<file path="config.mk">
export PLATFORM = sky130hd
export DESIGN_NAME = gpio_pin_ctrl
export DESIGN_NICKNAME = d
export VERILOG_FILES = /design/src/rtl/gpio_pin_ctrl.sv
export SDC_FILE = /design/constraint.sdc
export NUM_CORES = 1
export LEC_CHECK = 0
export ABC_AREA = 0
export CAP_MARGIN = 10
export CORE_ASPECT_RATIO = 0.8
export CORE_MARGIN = 2
export CORE_UTILIZATION = 37
export CTS_BUF_LIST = sky130_fd_sc_hd__clkbuf_4
export DETAILED_ROUTE_END_ITERATION = 7
export PLACE_DENSITY = 0.66
export SYNTH_ARGS = -nofsm -noshare
export SYNTH_HDL_FRONTEND = slang
export SYNTH_SLANG_ARGS = --single-unit
</file>
<file path="constraint.sdc">
create_clock -name clk_i -period 1.85 [get_ports clk_i]
set_input_delay 0.4625 -clock clk_i [delete_from_list [all_inputs] [get_ports clk_i]]
set_output_delay 0.4625 -clock clk_i [all_outputs]
set_load 0.05 [all_outputs]
</file>
<file path="src/rtl/gpio_pin_ctrl.sv">
// gpio_pin_ctrl: parametrised GPIO pin core.
// Pad inputs pass a synchroniser and an optional per-pin debounce filter. The
// output data and output-enable registers take masked writes. Each pin can be
// switched to open-drain drive. Sticky interrupt state is fed by edge and level
// sources, and is cleared by write-one-to-clear.
//
// Strobe semantics: out_wr_i and oe_wr_i are single-cycle write strobes with no
// back-pressure. A strobe that is high at a rising clk_i edge commits its masked
// write at that edge. intr_clr_i and intr_test_i are also sampled every cycle.
// A set from any source (including intr_test_i) wins over intr_clr_i when both
// hit the same bit in the same cycle.
module gpio_pin_ctrl #(
  parameter int unsigned NumPins    = 32,
  parameter int unsigned SyncStages = 2,
  parameter int unsigned CntW       = 8
) (
  input  logic               clk_i,
  input  logic               rst_ni,
  // pad side
  input  logic [NumPins-1:0] gpio_i,
  output logic [NumPins-1:0] gpio_o,
  output logic [NumPins-1:0] gpio_en_o,
  // output data / output enable writes
  input  logic               out_wr_i,
  input  logic [NumPins-1:0] out_mask_i,
  input  logic [NumPins-1:0] out_data_i,
  input  logic               oe_wr_i,
  input  logic [NumPins-1:0] oe_mask_i,
  input  logic [NumPins-1:0] oe_data_i,
  input  logic [NumPins-1:0] od_en_i,
  // input filtering
  input  logic [NumPins-1:0] filt_en_i,
  input  logic [CntW-1:0]    filt_thresh_i,
  // readback
  output logic [NumPins-1:0] data_in_o,
  output logic [NumPins-1:0] out_q_o,
  output logic [NumPins-1:0] oe_q_o,
  // interrupts
  input  logic [NumPins-1:0] ie_rise_i,
  input  logic [NumPins-1:0] ie_fall_i,
  input  logic [NumPins-1:0] ie_hi_i,
  input  logic [NumPins-1:0] ie_lo_i,
  input  logic [NumPins-1:0] intr_en_i,
  input  logic [NumPins-1:0] intr_clr_i,
  input  logic [NumPins-1:0] intr_test_i,
  output logic [NumPins-1:0] intr_state_o,
  output logic [NumPins-1:0] intr_o
);

  localparam logic [CntW-1:0] CntOne = CntW'(1);

  // ---------------------------------------------------------------------------
  // Input synchroniser
  // ---------------------------------------------------------------------------
  logic [NumPins-1:0] sync_q [SyncStages];
  logic [NumPins-1:0] sync_d [SyncStages];
  logic [NumPins-1:0] sync_val;

  // Shift the raw pad value one stage down the synchroniser chain each cycle.
  always_comb begin
    sync_d[0] = gpio_i;
    for (int s = 1; s < SyncStages; s++) begin
      sync_d[s] = sync_q[s-1];
    end
  end

  // Synchroniser flops.
  always_ff @(posedge clk_i or negedge rst_ni) begin
    if (!rst_ni) begin
      for (int s = 0; s < SyncStages; s++) begin
        sync_q[s] <= '0;
      end
    end else begin
      for (int s = 0; s < SyncStages; s++) begin
        sync_q[s] <= sync_d[s];
      end
    end
  end

  assign sync_val = sync_q[SyncStages-1];

  // ---------------------------------------------------------------------------
  // Debounce filter
  // cand tracks the last synchronised value seen. cnt counts the cycles that
  // cand has matched the input, saturating at the threshold. stable takes the
  // value of cand once the count has reached the threshold. The filter runs
  // whether or not the pin has filtering enabled. Switching filt_en therefore
  // only changes which value drives data_in, and this takes effect at once.
  // ---------------------------------------------------------------------------
  logic [NumPins-1:0] cand_q, cand_d;
  logic [NumPins-1:0] stable_q, stable_d;
  logic [CntW-1:0]    cnt_q [NumPins];
  logic [CntW-1:0]    cnt_d [NumPins];

  // Per-pin candidate/counter/stable update.
  always_comb begin
    cand_d   = cand_q;
    stable_d = stable_q;
    for (int p = 0; p < NumPins; p++) begin
      cnt_d[p] = cnt_q[p];
      if (sync_val[p] != cand_q[p]) begin
        cand_d[p] = sync_val[p];
        cnt_d[p]  = '0;
      end else if (cnt_q[p] < filt_thresh_i) begin
        cnt_d[p] = cnt_q[p] + CntOne;
      end else begin
        stable_d[p] = cand_q[p];
      end
    end
  end

  // Filter state flops.
  always_ff @(posedge clk_i or negedge rst_ni) begin
    if (!rst_ni) begin
      cand_q   <= '0;
      stable_q <= '0;
      for (int p = 0; p < NumPins; p++) begin
        cnt_q[p] <= '0;
      end
    end else begin
      cand_q   <= cand_d;
      stable_q <= stable_d;
      for (int p = 0; p < NumPins; p++) begin
        cnt_q[p] <= cnt_d[p];
      end
    end
  end

  logic [NumPins-1:0] data_in;

  assign data_in   = (filt_en_i & stable_q) | (~filt_en_i & sync_val);
  assign data_in_o = data_in;

  // ---------------------------------------------------------------------------
  // Output data and output-enable registers
  // ---------------------------------------------------------------------------
  logic [NumPins-1:0] out_q, out_d;
  logic [NumPins-1:0] oe_q, oe_d;

  // Masked writes. The two strobes are independent and may fire together.
  always_comb begin
    out_d = out_q;
    oe_d  = oe_q;
    if (out_wr_i) begin
      out_d = (out_mask_i & out_data_i) | (~out_mask_i & out_q);
    end
    if (oe_wr_i) begin
      oe_d = (oe_mask_i & oe_data_i) | (~oe_mask_i & oe_q);
    end
  end

  // Output and OE register flops.
  always_ff @(posedge clk_i or negedge rst_ni) begin
    if (!rst_ni) begin
      out_q <= '0;
      oe_q  <= '0;
    end else begin
      out_q <= out_d;
      oe_q  <= oe_d;
    end
  end

  assign out_q_o = out_q;
  assign oe_q_o  = oe_q;

  // Pad drive. An open-drain pin never drives high. It enables the pad only
  // while its output register holds a 0.
  assign gpio_o    = ~od_en_i & out_q;
  assign gpio_en_o = oe_q & ~(od_en_i & out_q);

  // ---------------------------------------------------------------------------
  // Interrupts
  // prev resets to 0. A pin that is already high when reset is released, with
  // its rising source enabled, therefore raises one rising event.
  // ---------------------------------------------------------------------------
  logic [NumPins-1:0] prev_q, prev_d;
  logic [NumPins-1:0] intr_state_q, intr_state_d;
  logic [NumPins-1:0] ev_rise, ev_fall, ev_hi, ev_lo, ev_any;

  // Event detection and sticky state update; set wins over clear.
  always_comb begin
    ev_rise      = ~prev_q & data_in & ie_rise_i;
    ev_fall      = prev_q & ~data_in & ie_fall_i;
    ev_hi        = data_in & ie_hi_i;
    ev_lo        = ~data_in & ie_lo_i;
    ev_any       = ev_rise | ev_fall | ev_hi | ev_lo | intr_test_i;
    prev_d       = data_in;
    intr_state_d = (intr_state_q & ~intr_clr_i) | ev_any;
  end

  // Interrupt state and previous-input flops.
  always_ff @(posedge clk_i or negedge rst_ni) begin
    if (!rst_ni) begin
      prev_q       <= '0;
      intr_state_q <= '0;
    end else begin
      prev_q       <= prev_d;
      intr_state_q <= intr_state_d;
    end
  end

  assign intr_state_o = intr_state_q;
  assign intr_o       = intr_state_q & intr_en_i;

endmodule

</file>
==> metrics.log, run 1 <==
INFO  metric cts_root_buf = clkbuf_4
INFO  metric worst_ep_required_time = 1.39 ns
INFO  metric power_density = around 730 mW/mm^2
INFO  metric start_kind = flop
INFO  metric grt_max_degree = 71
INFO  metric detail_route.iter0.violations = approximately 1100
INFO  metric layout_common_cells = dfrtp_1 (454), clkdlybuf4s50_1 (452), buf_4 (430)
INFO  metric core_area = ~0.074 sq mm
INFO  metric synth-edff-count = 0
INFO  metric finalHoldViolations = 0
INFO  metric finalPower = ~35 mW
INFO  metric status = finished with violations
INFO  metric synth.largest_area_cell = dfrtp_1
INFO  metric main_area_contributors_after_synthesis = dfrtp_1 (46%), ha_1 (12%), xor2_1 (5.4%)
INFO  metric synth_sequential_area_ratio = 46.43%
INFO  metric syn_area = between 0.02 and 0.03 sq mm
INFO  metric irDropWorstVdd = approximately 0.65 mV
INFO  metric area_grow_syn2layout = 72.50%
INFO  metric cts.htree.levels = 4
INFO  metric routed_via_density = between 4 and 5
INFO  metric layout_commonest_cell = dfrtp_1
INFO  metric dr_total_vias = 26040
INFO  metric worstMarginPinSlew = roughly 0.76 ns
INFO  metric report.final.slew_viol_count = 0
INFO  metric ios = between 600 and 700
INFO  metric violations_in_the_final_reports = negative setup slack
INFO  metric critPathMaxFanout = 3
INFO  metric initial_core_util = around 37%
INFO  metric postSynthRegisterBits = 512
INFO  metric syn-num-nets = around 3400
INFO  metric layout_cell_share_with_drive_strength_beyond_1 = between 30% and 40%
INFO  metric die-area = approximately 0.077 sq mm
INFO  metric post_synthesis_cells = around 2700
INFO  metric ant_nets = 0
INFO  metric critical_path_arrival = approximately 1.9 ns
INFO  metric route.final.wire_length = about 97000 microns
INFO  metric first_global_vias = about 26000
INFO  metric tritoncts_clock_tree = yes
INFO  metric latest_clock_arrival_within_the_worst_skew_pair = a little over 1 ns
INFO  metric critical-path-max-stage-delay = 0.47 ns
INFO  metric routabilityCongestion = 0.8966
INFO  metric critical_path_class = flop to output port
INFO  metric horiz_die_dim = 309.3 microns
INFO  metric ys.flop_type = dfrtp_1
INFO  metric setup_violations = around 270
INFO  metric place_hpwl = a little under 70000 microns
INFO  metric port_buffers = 683
INFO  metric post-route-period-util = 129.3%
INFO  metric place_ws = -1.147 ns
INFO  metric async_reset_ff_share = between 90% and 100%
INFO  metric max_freq = ~420 MHz
INFO  metric synth_largest_type_area_fraction = between 40% and 50%
INFO  metric finish.instance_area = about 0.048 sq mm
INFO  metric first_pass_iters = 5
INFO  metric slew-limit-headroom = between 40 and 50%
INFO  metric cts_buffer_depth = 3
INFO  metric cp-end-kind = output port
INFO  metric finalWorstPathRequiredPeriod = between 2 and 2.5 ns
INFO  metric worst_slack = -0.5415 ns
INFO  metric overflow = 0
INFO  metric die_height = between 200 and 250 microns
INFO  metric cts_sinks = between 500 and 600
INFO  metric drcViolationCount = 0
INFO  metric rrSetupSlack = -0.13 ns
INFO  metric clk_pin_slew = around 0.070 ns
INFO  metric finClkSkew = between 0.05 and 0.06 ns
INFO  metric postPlaceCellArea = around 0.04 sq mm
INFO  metric power.leakage = 21.98 nW
INFO  metric cts_made_buffers = about 140
INFO  metric crit_path_top_delay_cell = dfrtp_2
INFO  metric avgRoutedWirePerCell = between 15 and 20 microns
INFO  metric library_cells_used_by_synthesis = 59
INFO  metric grt_antenna_before_repair = 8
INFO  metric track_usage = 24.13%
INFO  metric grt_setup_unrepaired = yes
INFO  metric post_synth.cell_area_avg = between 10 and 15 sq um
INFO  metric setup_total_negative_slack = -84.22 ns
INFO  metric grt_first_pass_wirelength = 143700 microns
INFO  metric synth_warnings = 0
INFO  metric timing.hold.worst.class = input port to flop
INFO  metric finalNetCount = slightly below 5000
INFO  metric total_number_of_placement_rows = 89
INFO  metric drv.max_cap_violation_count = 0
INFO  metric crit_chain = a21boi_2, buf_4, buf_12
-- power by group --
| part | leakage, nW | switching, mW | internal [mW] |
|---|---|---|---|
| Sequential | 6.25 | 0.933 | 12.0 |
| Combinational | 14.7 | 5.50 | 5.82 |
| Clock | 1.05 | 5.09 | 5.53 |
| Total | 22.0 | 11.5 | 23.4 |
-- kinds of logic (layout without fill, tap and decap cells) --
kind of cell    after synthesis  count (layout)  share of synthesized area, %
flops                       512             512                         46.43
compound gates              480             483                         11.22
buf+inv                     124            1685                         1.782
xor+xnor                    230             230                         7.299
other cells                   0              16                             0
mux                         121             121                         4.824
simple gates                939             939                         16.84
fa+ha+maj                   256             256                         11.61
-- final cells by class --
| type | instances | area, sq um |
|---|---|---|
| fill | 5625 | 26220 |
| clock buffer | 200 | 1501 |
| antenna | 16 | 40.04 |
| clock inverter | 37 | 280.3 |
| timing repair buffer | 1376 | 14830 |
| multi-input combinational | 2029 | 16520 |
| tap | 1001 | 1252 |
| sequential | 512 | 12880 |
| inverter | 72 | 292.8 |
-- through the flow --
step | hold slack [ns] | util, % | instances
2_1_floorplan | 0.1669 | - | 2662
3_3_place_gp | 0.3322 | 54.12 | 4665
3_5_place_dp | 0.3347 | 54.12 | 4665
4_1_cts | 0.0004289 | 61.72 | 5148
5_1_grt | 0.02001 | 64.47 | 5241
6_report | 0.06682 | 64.48 | 5243
-- layer usage --
layer	GRT usage, %	vias up	share of wire [%]
li1	-	12550	-
met1	31.38	12530	44
met2	37.81	747	46
met3	6.245	214	6.0
met4	10.98	2	4.2
met5	0	-	0.015
-- worst max-delay path: cells and delay by family (launching register included) --
kind	cells	cell delay, ns
flip-flops	1	0.47
buffers and inverters	2	0.28
AO/OA/AOI/OAI	1	0.17
-- synth_stat cells, types with 9 or more instances --
cell	number
xnor2_1	60
clkbuf_1	39
a21o_1	23
xor2_1	170
nor2_1	259
and4_1	33
o21a_1	16
nor3_1	24
o211ai_1	57
and2_1	40
a21boi_0	32
and3_1	55
o21ai_0	113
buf_2	9
ha_1	256
a211oi_1	18
nor2b_1	81
mux2_2	96
nand3_1	112
o21ai_1	14
nand4_1	68
mux2i_1	25
nand2b_1	18
nand2_1	213
dfrtp_1	512
a21oi_1	150
or3_1	12
inv_1	71
-- final timing paths --
path / depth (start not counted) / endpoint / start
worst max-delay path: 3 / gpio_en_o[17] / flop
worst min-delay path: 2 / flop / out_data_i[30]
worst max register to register: 9 / cnt_q[143] / cnt_q[140]
worst min register to register: 0 / sync_val[7] / sync_d[7]
max in group asynchronous: 3 / asynchronous set/reset pin / rst_ni
min in group asynchronous: 3 / cnt_q[219] / rst_ni
-- what timing repair did --
item,CTS,global route
hold buffers,118,0
endpoints found under the setup margin,306,462
pin swaps,84,158
gates cloned,0,3
setup buffers,138,102
gates resized for setup,481,297
endpoints found under the hold margin,602,0
No activity file was read; power rests on OpenSTA's default activity.
==> run 2, diff against run 1 <==
--- a/config.mk
+++ b/config.mk
@@ -7,12 +7,11 @@
 export LEC_CHECK = 0
 export ABC_AREA = 0
 export CAP_MARGIN = 10
-export CORE_ASPECT_RATIO = 0.8
-export CORE_MARGIN = 2
-export CORE_UTILIZATION = 37
+export CORE_AREA = 2 2 268 270
 export CTS_BUF_LIST = sky130_fd_sc_hd__clkbuf_4
 export DETAILED_ROUTE_END_ITERATION = 7
-export PLACE_DENSITY = 0.66
+export DIE_AREA = 0 0 270 272
+export PLACE_DENSITY = 0.69
 export SYNTH_ARGS = -nofsm -noshare
 export SYNTH_HDL_FRONTEND = slang
 export SYNTH_SLANG_ARGS = --single-unit
==> run 2 against run 1 <==
The run still ends with negative setup slack left; final cell count down 2.1%; clock power about the same; sequential share of layout area up 0.31 points; first-iteration DRC count down 8.5%; largest cell class unchanged; global-route usage down 1.1 points; sequential power about the same; combinational power down 4%; highest routed layer is now met4; largest power group unchanged; fmax up 2.3%; die area down 4.4%; setup slack better by 0.054 ns; non-clock buffer count down 68; clock-buffer cell count up 17.
==> metrics.log, run 2 (synthesized netlist as in run 1, its figures left out) <==
INFO  metric cts_root_buf = clkbuf_4 (unchanged)
INFO  metric detail_route.iter0.violations = 1034 (was 1130)
INFO  metric slew-limit-headroom = 50.80% (was 49.29%)
INFO  metric first_pass_iters = 5 (unchanged)
INFO  metric drcViolationCount = 0 (unchanged)
INFO  metric cpLargestDelayFamily = flip-flops (unchanged)
INFO  metric dr_total_vias = 25540 (was 26040)
INFO  metric core_area = 0.07075 sq mm (was 0.07383 sq mm)
INFO  metric ios = 684 (unchanged)
INFO  metric power.leakage = 21.80 nW (was 21.98 nW)
INFO  metric gr_met3_demand_resource = 5.845% (was 6.245%)
INFO  metric finalPower = 34.60 mW (was 34.87 mW)
INFO  metric tritoncts_clock_tree = yes (unchanged)
INFO  metric irDropWorstVdd = 0.6840 mV (was 0.6501 mV)
INFO  metric timing.hold.worst_endpoint = intr_state_o[11]
INFO  metric violations_in_the_final_reports = negative setup slack (unchanged)
INFO  metric first_global_vias = 26420 (was 26300)
INFO  metric timing.hold.ws = 0.1025 ns (was 0.06682 ns)
INFO  metric r2r-end = cnt_q[86] (was cnt_q[143])
INFO  metric grtUsageMet1 = 26.36% (was 31.38%)
INFO  metric place_hpwl = 61120 microns (was 67910 microns)
INFO  metric clk_pin_slew = 0.07 ns (about the same)
INFO  metric finalHoldViolations = 0 (unchanged)
INFO  metric report.final.slew_viol_count = 0 (unchanged)
INFO  metric rrSetupSlack = -0.16 ns (was -0.13 ns)
INFO  metric routabilityCongestion = 0.8768 (was 0.8966)
INFO  metric layout_cell_share_with_drive_strength_beyond_1 = 37.22% (was 36.63%)
INFO  metric cts_buffer_depth = 3 (unchanged)
INFO  metric global_route.usage.met2 = 41.45% (was 37.81%)
INFO  metric cts_sinks = 512 (unchanged)
INFO  metric cts_made_buffers = 149 (was 143)
INFO  metric critical_path_arrival = 1.87 ns (was 1.93 ns)
INFO  metric grt_setup_unrepaired = yes (unchanged)
INFO  metric finalWorstPathRequiredPeriod = 2.337 ns (was 2.391 ns)
INFO  metric port_buffers = 683 (unchanged)
INFO  metric crit_chain = a21boi_1, buf_4, buf_12 (was a21boi_2, buf_4, buf_12)
INFO  metric setup_violations = 270 (was 266)
INFO  metric total_number_of_placement_rows = 98 (was 89)
INFO  metric horiz_die_dim = 270 microns (was 309.3 microns)
INFO  metric grt_max_degree = 55 (was 71)
INFO  metric crit_path_top_delay_cell = dfrtp_2 (unchanged)
INFO  metric track_usage = 23.05% (was 24.13%)
INFO  metric setup_total_negative_slack = -67.64 ns (was -84.22 ns)
INFO  metric grt_antenna_before_repair = 2 (was 8)
INFO  metric max_freq = 427.8 MHz (was 418.2 MHz)
INFO  metric die_height = 272 microns (was 248.3 microns)
INFO  metric final_cell_count_no_fill = 5133 (was 5243)
INFO  metric latest_clock_arrival_within_the_worst_skew_pair = 0.95 ns (was 1.03 ns)
INFO  metric critical_path_class = flop to output port (unchanged)
INFO  metric route.final.wire_length = 88420 microns (was 97090 microns)
INFO  metric critical-path-max-stage-delay = 0.46 ns (was 0.47 ns)
INFO  metric status = finished with violations (unchanged)
INFO  metric post-route-period-util = 126.3% (was 129.3%)
INFO  metric global_route.peak_usage_layer = met2 (unchanged)
INFO  metric routed_via_density = 4.976 (was 4.967)
INFO  metric r2r_start = cnt_q[81] (was cnt_q[140])
INFO  metric cts.htree.levels = 4 (unchanged)
INFO  metric die-area = 0.07344 sq mm (was 0.07680 sq mm)
INFO  metric grt_first_pass_wirelength = 136200 microns (was 143700 microns)
INFO  metric worst_slack = -0.4875 ns (was -0.5415 ns)
INFO  metric power_density = 736.2 mW/mm^2 (was 732.6 mW/mm^2)
INFO  metric avgRoutedWirePerCell = 17.23 microns (was 18.52 microns)
INFO  metric ant_nets = 0 (unchanged)
INFO  metric final.fill_count = 5382 (was 5625)
INFO  metric worstPathBufferInverterCount = 2 (unchanged)
INFO  metric worst_ep_required_time = 1.39 ns (about the same)
INFO  metric finClkSkew = 0.03115 ns (was 0.05872 ns)
INFO  metric critPathMaxFanout = 4 (was 3)
INFO  metric layout_commonest_cell = dfrtp_1 (unchanged)
INFO  metric r2r_cells = 8 (was 9)
INFO  metric initial_core_util = 39.01% (was 37.38%)
INFO  metric layout_common_cells = dfrtp_1 (468), clkdlybuf4s50_1 (451), buf_4 (443) (was dfrtp_1 (454), clkdlybuf4s50_1 (452), buf_4 (430))
INFO  metric finalNetCount = 4787 (was 4850)
INFO  metric dp_cells = 4611 (was 4665)
INFO  metric start_point_of_the_worst_hold_path = intr_test_i[11] (was out_data_i[30])
INFO  metric worstMarginPinSlew = 0.7355 ns (was 0.7581 ns)
INFO  metric area_grow_syn2layout = 70.30% (was 72.50%)
INFO  metric timing.hold.worst.class = input port to flop (unchanged)
INFO  metric worst_hold_path.num_cells = 3 (was 2)
INFO  metric overflow = 0 (unchanged)
INFO  metric final_util = 66.43% (was 64.48%)
INFO  metric cp-end-kind = output port (unchanged)
INFO  metric drv.max_cap_violation_count = 0 (unchanged)
INFO  metric start_kind = flop (unchanged)
-- run 2: cell types whose count changed in the layout (fill, tap and decap cells not counted), moves of 6 or more --
cell | previous run | this run
dlygate4sd3_1 | 115 | 36
dfrtp_2 | 58 | 44
dfrtp_1 | 454 | 468
buf_4 | 430 | 443
buf_6 | 149 | 143
nand2_2 | 16 | 9
buf_12 | 164 | 156
clkbuf_4 | 200 | 217
clkinv_1 | 19 | 28
diode_2 | 16 | 5
-- run 2: worst register-to-register path: cells and delay by family (launching register included) --
family,cells,cell delay [ns]
simple gates,3,0.79
compound gates,2,0.29
fa+ha+maj,1,0.18
xor+xnor,1,0.10
buf+inv,1,0.15
flops,1,0.39
-- run 2: stage by stage --
stage               cell area [sq um]  worst slack [ns]
floorplan                       27950           -0.7438
finish                          47000           -0.4875
detailed placement              39750            -1.191
global route                    46990           -0.5869
global placement                39750            -1.145
CTS                             44810           -0.6309
-- run 2: worst max-delay path by stage --
stage | from | endpoint | depth (start not counted)
after floorplan | filt_thresh_i[2] | cnt_q[207] | 8
after global placement | filt_thresh_i[6] | cnt_q[131] | 10
after detailed placement | filt_thresh_i[7] | cnt_q[183] | 10
after CTS | flop | gpio_en_o[18] | 3
after global routing | flop | gpio_en_o[18] | 3
final | flop | gpio_en_o[18] | 3
-- run 2: cell type report --
cell class                      count  area [sq um]  share of cell area [%]
Inverter                           72         295.3                  0.6283
Antenna cell                        5         12.51                 0.02662
Clock inverter                     41         246.5                  0.5245
Multi-Input combinational cell   2028         16600                   35.32
Sequential cell                   512         12870                   27.38
Tap cell                          950          1189                   2.529
Clock buffer                      217          1629                   3.466
Timing Repair Buffer             1308         14160                   30.12
-- run 2: per-layer routing --
layer	vias to the layer above	routed length [microns]
li1	12400	-
met1	12340	34530
met2	621	46200
met3	177	4686
met4	0	3005
met5	-	0
-- run 2: what timing repair did --
item / CTS / global route
endpoints found under the setup margin: 349 / 472
pin swaps: 91 / 178
hold buffers: 37 / 0
hold endpoints to repair: 547 / 0
cloned: 5 / 4
resized for setup: 491 / 291
setup buffers: 139 / 101
-- run 2: power breakdown --
part           switching (mW)  total [mW]  internal, mW  leakage, nW
Combinational            5.26        10.9          5.64         14.4
Sequential              0.847        12.8          12.0         6.26
Clock                    5.09        10.9          5.77         1.12
Total                    11.2        34.6          23.4         21.8
==> run 3, diff against run 2 <==
--- a/config.mk
+++ b/config.mk
@@ -7,11 +7,13 @@
 export LEC_CHECK = 0
 export ABC_AREA = 0
 export CAP_MARGIN = 10
-export CORE_AREA = 2 2 268 270
+export CORE_AREA = 2 2 267 269
 export CTS_BUF_LIST = sky130_fd_sc_hd__clkbuf_4
 export DETAILED_ROUTE_END_ITERATION = 7
-export DIE_AREA = 0 0 270 272
-export PLACE_DENSITY = 0.69
+export DIE_AREA = 0 0 269 271
+export DONT_BUFFER_PORTS = 1
+export HOLD_SLACK_MARGIN = 0.15
+export PLACE_DENSITY = 0.57
 export SYNTH_ARGS = -nofsm -noshare
 export SYNTH_HDL_FRONTEND = slang
 export SYNTH_SLANG_ARGS = --single-unit
==> run 3 against run 2 <==
The run ends with negative hold slack, negative setup slack left; combinational power down 9%; core utilization decreased by 2.3 points; clock-buffer cell count shrank 11; via count up 2.5%; first-iteration DRC count increased by 22%; final cell count shrank 2.6%; setup slack worse by 0.019 ns; critical path type unchanged; flip-flop and latch count stayed put; highest routed layer is now met5; largest power group unchanged; hold slack worse by 0.90 ns; sequential power about the same.
==> metrics.log, run 3 (synthesized netlist as in run 1, its figures left out) <==
INFO  metric start_kind = flop (unchanged)
INFO  metric tritoncts_clock_tree = yes (unchanged)
INFO  metric rrSetupSlack = -0.21 ns (was -0.16 ns)
INFO  metric irDropWorstVdd = 0.6172 mV (was 0.6840 mV)
INFO  metric routed_via_density = 5.237 (was 4.976)
INFO  metric grt_antenna_before_repair = 14 (was 2)
INFO  metric gr_met3_demand_resource = 6.353% (was 5.845%)
INFO  metric horiz_die_dim = 269 microns (was 270 microns)
INFO  metric cts_made_buffers = 147 (was 149)
INFO  metric total_number_of_placement_rows = 97 (was 98)
INFO  metric critical_path_class = flop to output port (unchanged)
INFO  metric first_pass_iters = 6 (was 5)
INFO  metric core_area = 0.06979 sq mm (was 0.07075 sq mm)
INFO  metric worstMarginPinSlew = 1.100 ns (was 0.7355 ns)
INFO  metric clk_pin_slew = 0.08 ns (was 0.07 ns)
INFO  metric cts.htree.levels = 4 (unchanged)
INFO  metric report.final.slew_viol_count = 0 (unchanged)
INFO  metric r2r_start = cnt_q[82] (was cnt_q[81])
INFO  metric finish.instance_area = 0.04476 sq mm (was 0.04700 sq mm)
INFO  metric timing.hold.ws = -0.7965 ns (was 0.1025 ns)
INFO  metric track_usage = 25.80% (was 23.05%)
INFO  metric finalHoldViolations = 512 (was 0)
INFO  metric final_util = 64.13% (was 66.43%)
INFO  metric routabilityCongestion = 0.9700 (was 0.8768)
INFO  metric die-area = 0.07290 sq mm (was 0.07344 sq mm)
INFO  metric ant_nets = 0 (unchanged)
INFO  metric dr_total_vias = 26180 (was 25540)
INFO  metric initial_core_util = 39.55% (was 39.01%)
INFO  metric latest_clock_arrival_within_the_worst_skew_pair = 0.97 ns (was 0.95 ns)
INFO  metric grt_setup_unrepaired = yes (unchanged)
INFO  metric max_freq = 424.3 MHz (was 427.8 MHz)
INFO  metric slew-limit-headroom = 26.65% (was 50.80%)
INFO  metric worst_slack = -0.5069 ns (was -0.4875 ns)
INFO  metric finalWorstPathRequiredPeriod = 2.357 ns (was 2.337 ns)
INFO  metric layout_common_cells = dlygate4sd3_1 (556), dfrtp_1 (464), buf_4 (339) (was dfrtp_1 (468), clkdlybuf4s50_1 (451), buf_4 (443))
INFO  metric power.leakage = 20.82 nW (was 21.80 nW)
INFO  metric cts_buffer_depth = 3 (unchanged)
INFO  metric critical_path_arrival = 1.89 ns (was 1.87 ns)
INFO  metric avgRoutedWirePerCell = 19.83 microns (was 17.23 microns)
INFO  metric timing.hold.worst.class = input port to asynchronous set/reset pin (was input port to flop)
INFO  metric die_height = 271 microns (was 272 microns)
INFO  metric detail_route.iter0.violations = 1261 (was 1034)
INFO  metric post-route-period-util = 127.4% (was 126.3%)
INFO  metric worst_ep_required_time = 1.39 ns (about the same)
INFO  metric finalNetCount = 4658 (was 4787)
INFO  metric cts_root_buf = clkbuf_4 (unchanged)
INFO  metric global_route.peak_usage_layer = met2 (unchanged)
INFO  metric finalPower = 34.10 mW (was 34.60 mW)
INFO  metric critPathMaxFanout = 3 (was 4)
INFO  metric power_density = 762.0 mW/mm^2 (was 736.2 mW/mm^2)
INFO  metric area_grow_syn2layout = 62.18% (was 70.30%)
INFO  metric cts_sinks = 512 (unchanged)
INFO  metric overflow = 0 (unchanged)
INFO  metric route.final.wire_length = 99120 microns (was 88420 microns)
INFO  metric postPlaceCellArea = 0.03226 sq mm (was 0.03975 sq mm)
INFO  metric final_cell_count_no_fill = 4999 (was 5133)
INFO  metric grtUsageMet1 = 28.57% (was 26.36%)
INFO  metric setup_violations = 273 (was 270)
INFO  metric violations_in_the_final_reports = negative hold slack, negative setup slack (was negative setup slack)
INFO  metric port_buffers = 0 (was 683)
INFO  metric layout_commonest_cell = dlygate4sd3_1 (was dfrtp_1)
INFO  metric ios = 684 (unchanged)
INFO  metric status = finished with violations (unchanged)
INFO  metric r2r_cells = 8 (unchanged)
INFO  metric layout_cell_share_with_drive_strength_beyond_1 = 33.37% (was 37.22%)
INFO  metric grt_first_pass_wirelength = 147300 microns (was 136200 microns)
INFO  metric grt_max_degree = 513 (was 55)
INFO  metric cp-end-kind = output port (unchanged)
INFO  metric dp_cells = 3989 (was 4611)
INFO  metric global_route.usage.met2 = 44.60% (was 41.45%)
INFO  metric drv.max_cap_violation_count = 0 (unchanged)
INFO  metric crit_end = gpio_o[31] (was gpio_en_o[18])
INFO  metric place_hpwl = 57270 microns (was 61120 microns)
INFO  metric finClkSkew = 0.05402 ns (was 0.03115 ns)
INFO  metric place_ws = -0.7637 ns (was -1.191 ns)
INFO  metric first_global_vias = 27720 (was 26420)
INFO  metric setup_total_negative_slack = -69.56 ns (was -67.64 ns)
INFO  metric r2r-end = cnt_q[86] (unchanged)
INFO  metric drcViolationCount = 0 (unchanged)
## run 3: changes by cell type in the layout (fill, tap and decap cells not counted), sizes merged
cell,before,now
clkinvlp,8,10
bufbuf,3,0
buf,808,617
dlygate4sd3,36,556
dlymetal6s4s,0,8
dlymetal6s2s,5,0
clkdlybuf4s50,451,0
clkbuf,220,206
dlygate4sd2,2,0
diode,5,10
clkinv,33,37
bufinv,3,6
## run 3: worst min-delay path by stage
stage	cells past startpoint	slack, ns	endpoint
after floorplan	0	0.17	asynchronous set/reset pin
after CTS	0	-0.94	intr_state_o[19]
after detailed placement	0	0.18	intr_state_o[19]
after global placement	0	0.18	intr_state_o[19]
after global routing	0	-0.90	intr_state_o[19]
final	0	-0.80	intr_state_o[19]
## run 3: final cells by class
cell class / count / area [sq um]
Antenna cell: 10 / 25.02
Clock buffer: 206 / 1546
Clock inverter: 50 / 376.6
Fill cell: 5142 / 25030
Inverter: 72 / 292.8
Multi-Input combinational cell: 2028 / 16520
Sequential cell: 512 / 12870
Tap cell: 940 / 1176
Timing Repair Buffer: 1181 / 11950
## run 3: repair_timing
item | CTS | global route
gates cloned | 3 | 2
endpoints found under the hold margin | 730 | 519
setup endpoints to repair | 327 | 465
pin swaps | 87 | 147
hold buffers | 559 | 6
buffers inserted | 81 | 96
gates resized for setup | 468 | 383
## run 3: layer usage
layer | routed length, microns | part of all wire (%)
met5 | 23 | 0.023
met4 | 5836 | 5.9
met3 | 5888 | 5.9
met2 | 50450 | 51
met1 | 36930 | 37
## run 3: where the power goes
group / internal (mW) / leakage [nW] / switching (mW)
sequential: 12.0 / 6.25 / 0.888
combinational: 4.85 / 13.4 / 5.11
clock: 5.99 / 1.13 / 5.28
## run 3: critical path, stage by stage (launching register included)
cell	delay (ns)
dfrtp_2	0.51
nor2b_4	0.22
buf_6	0.17
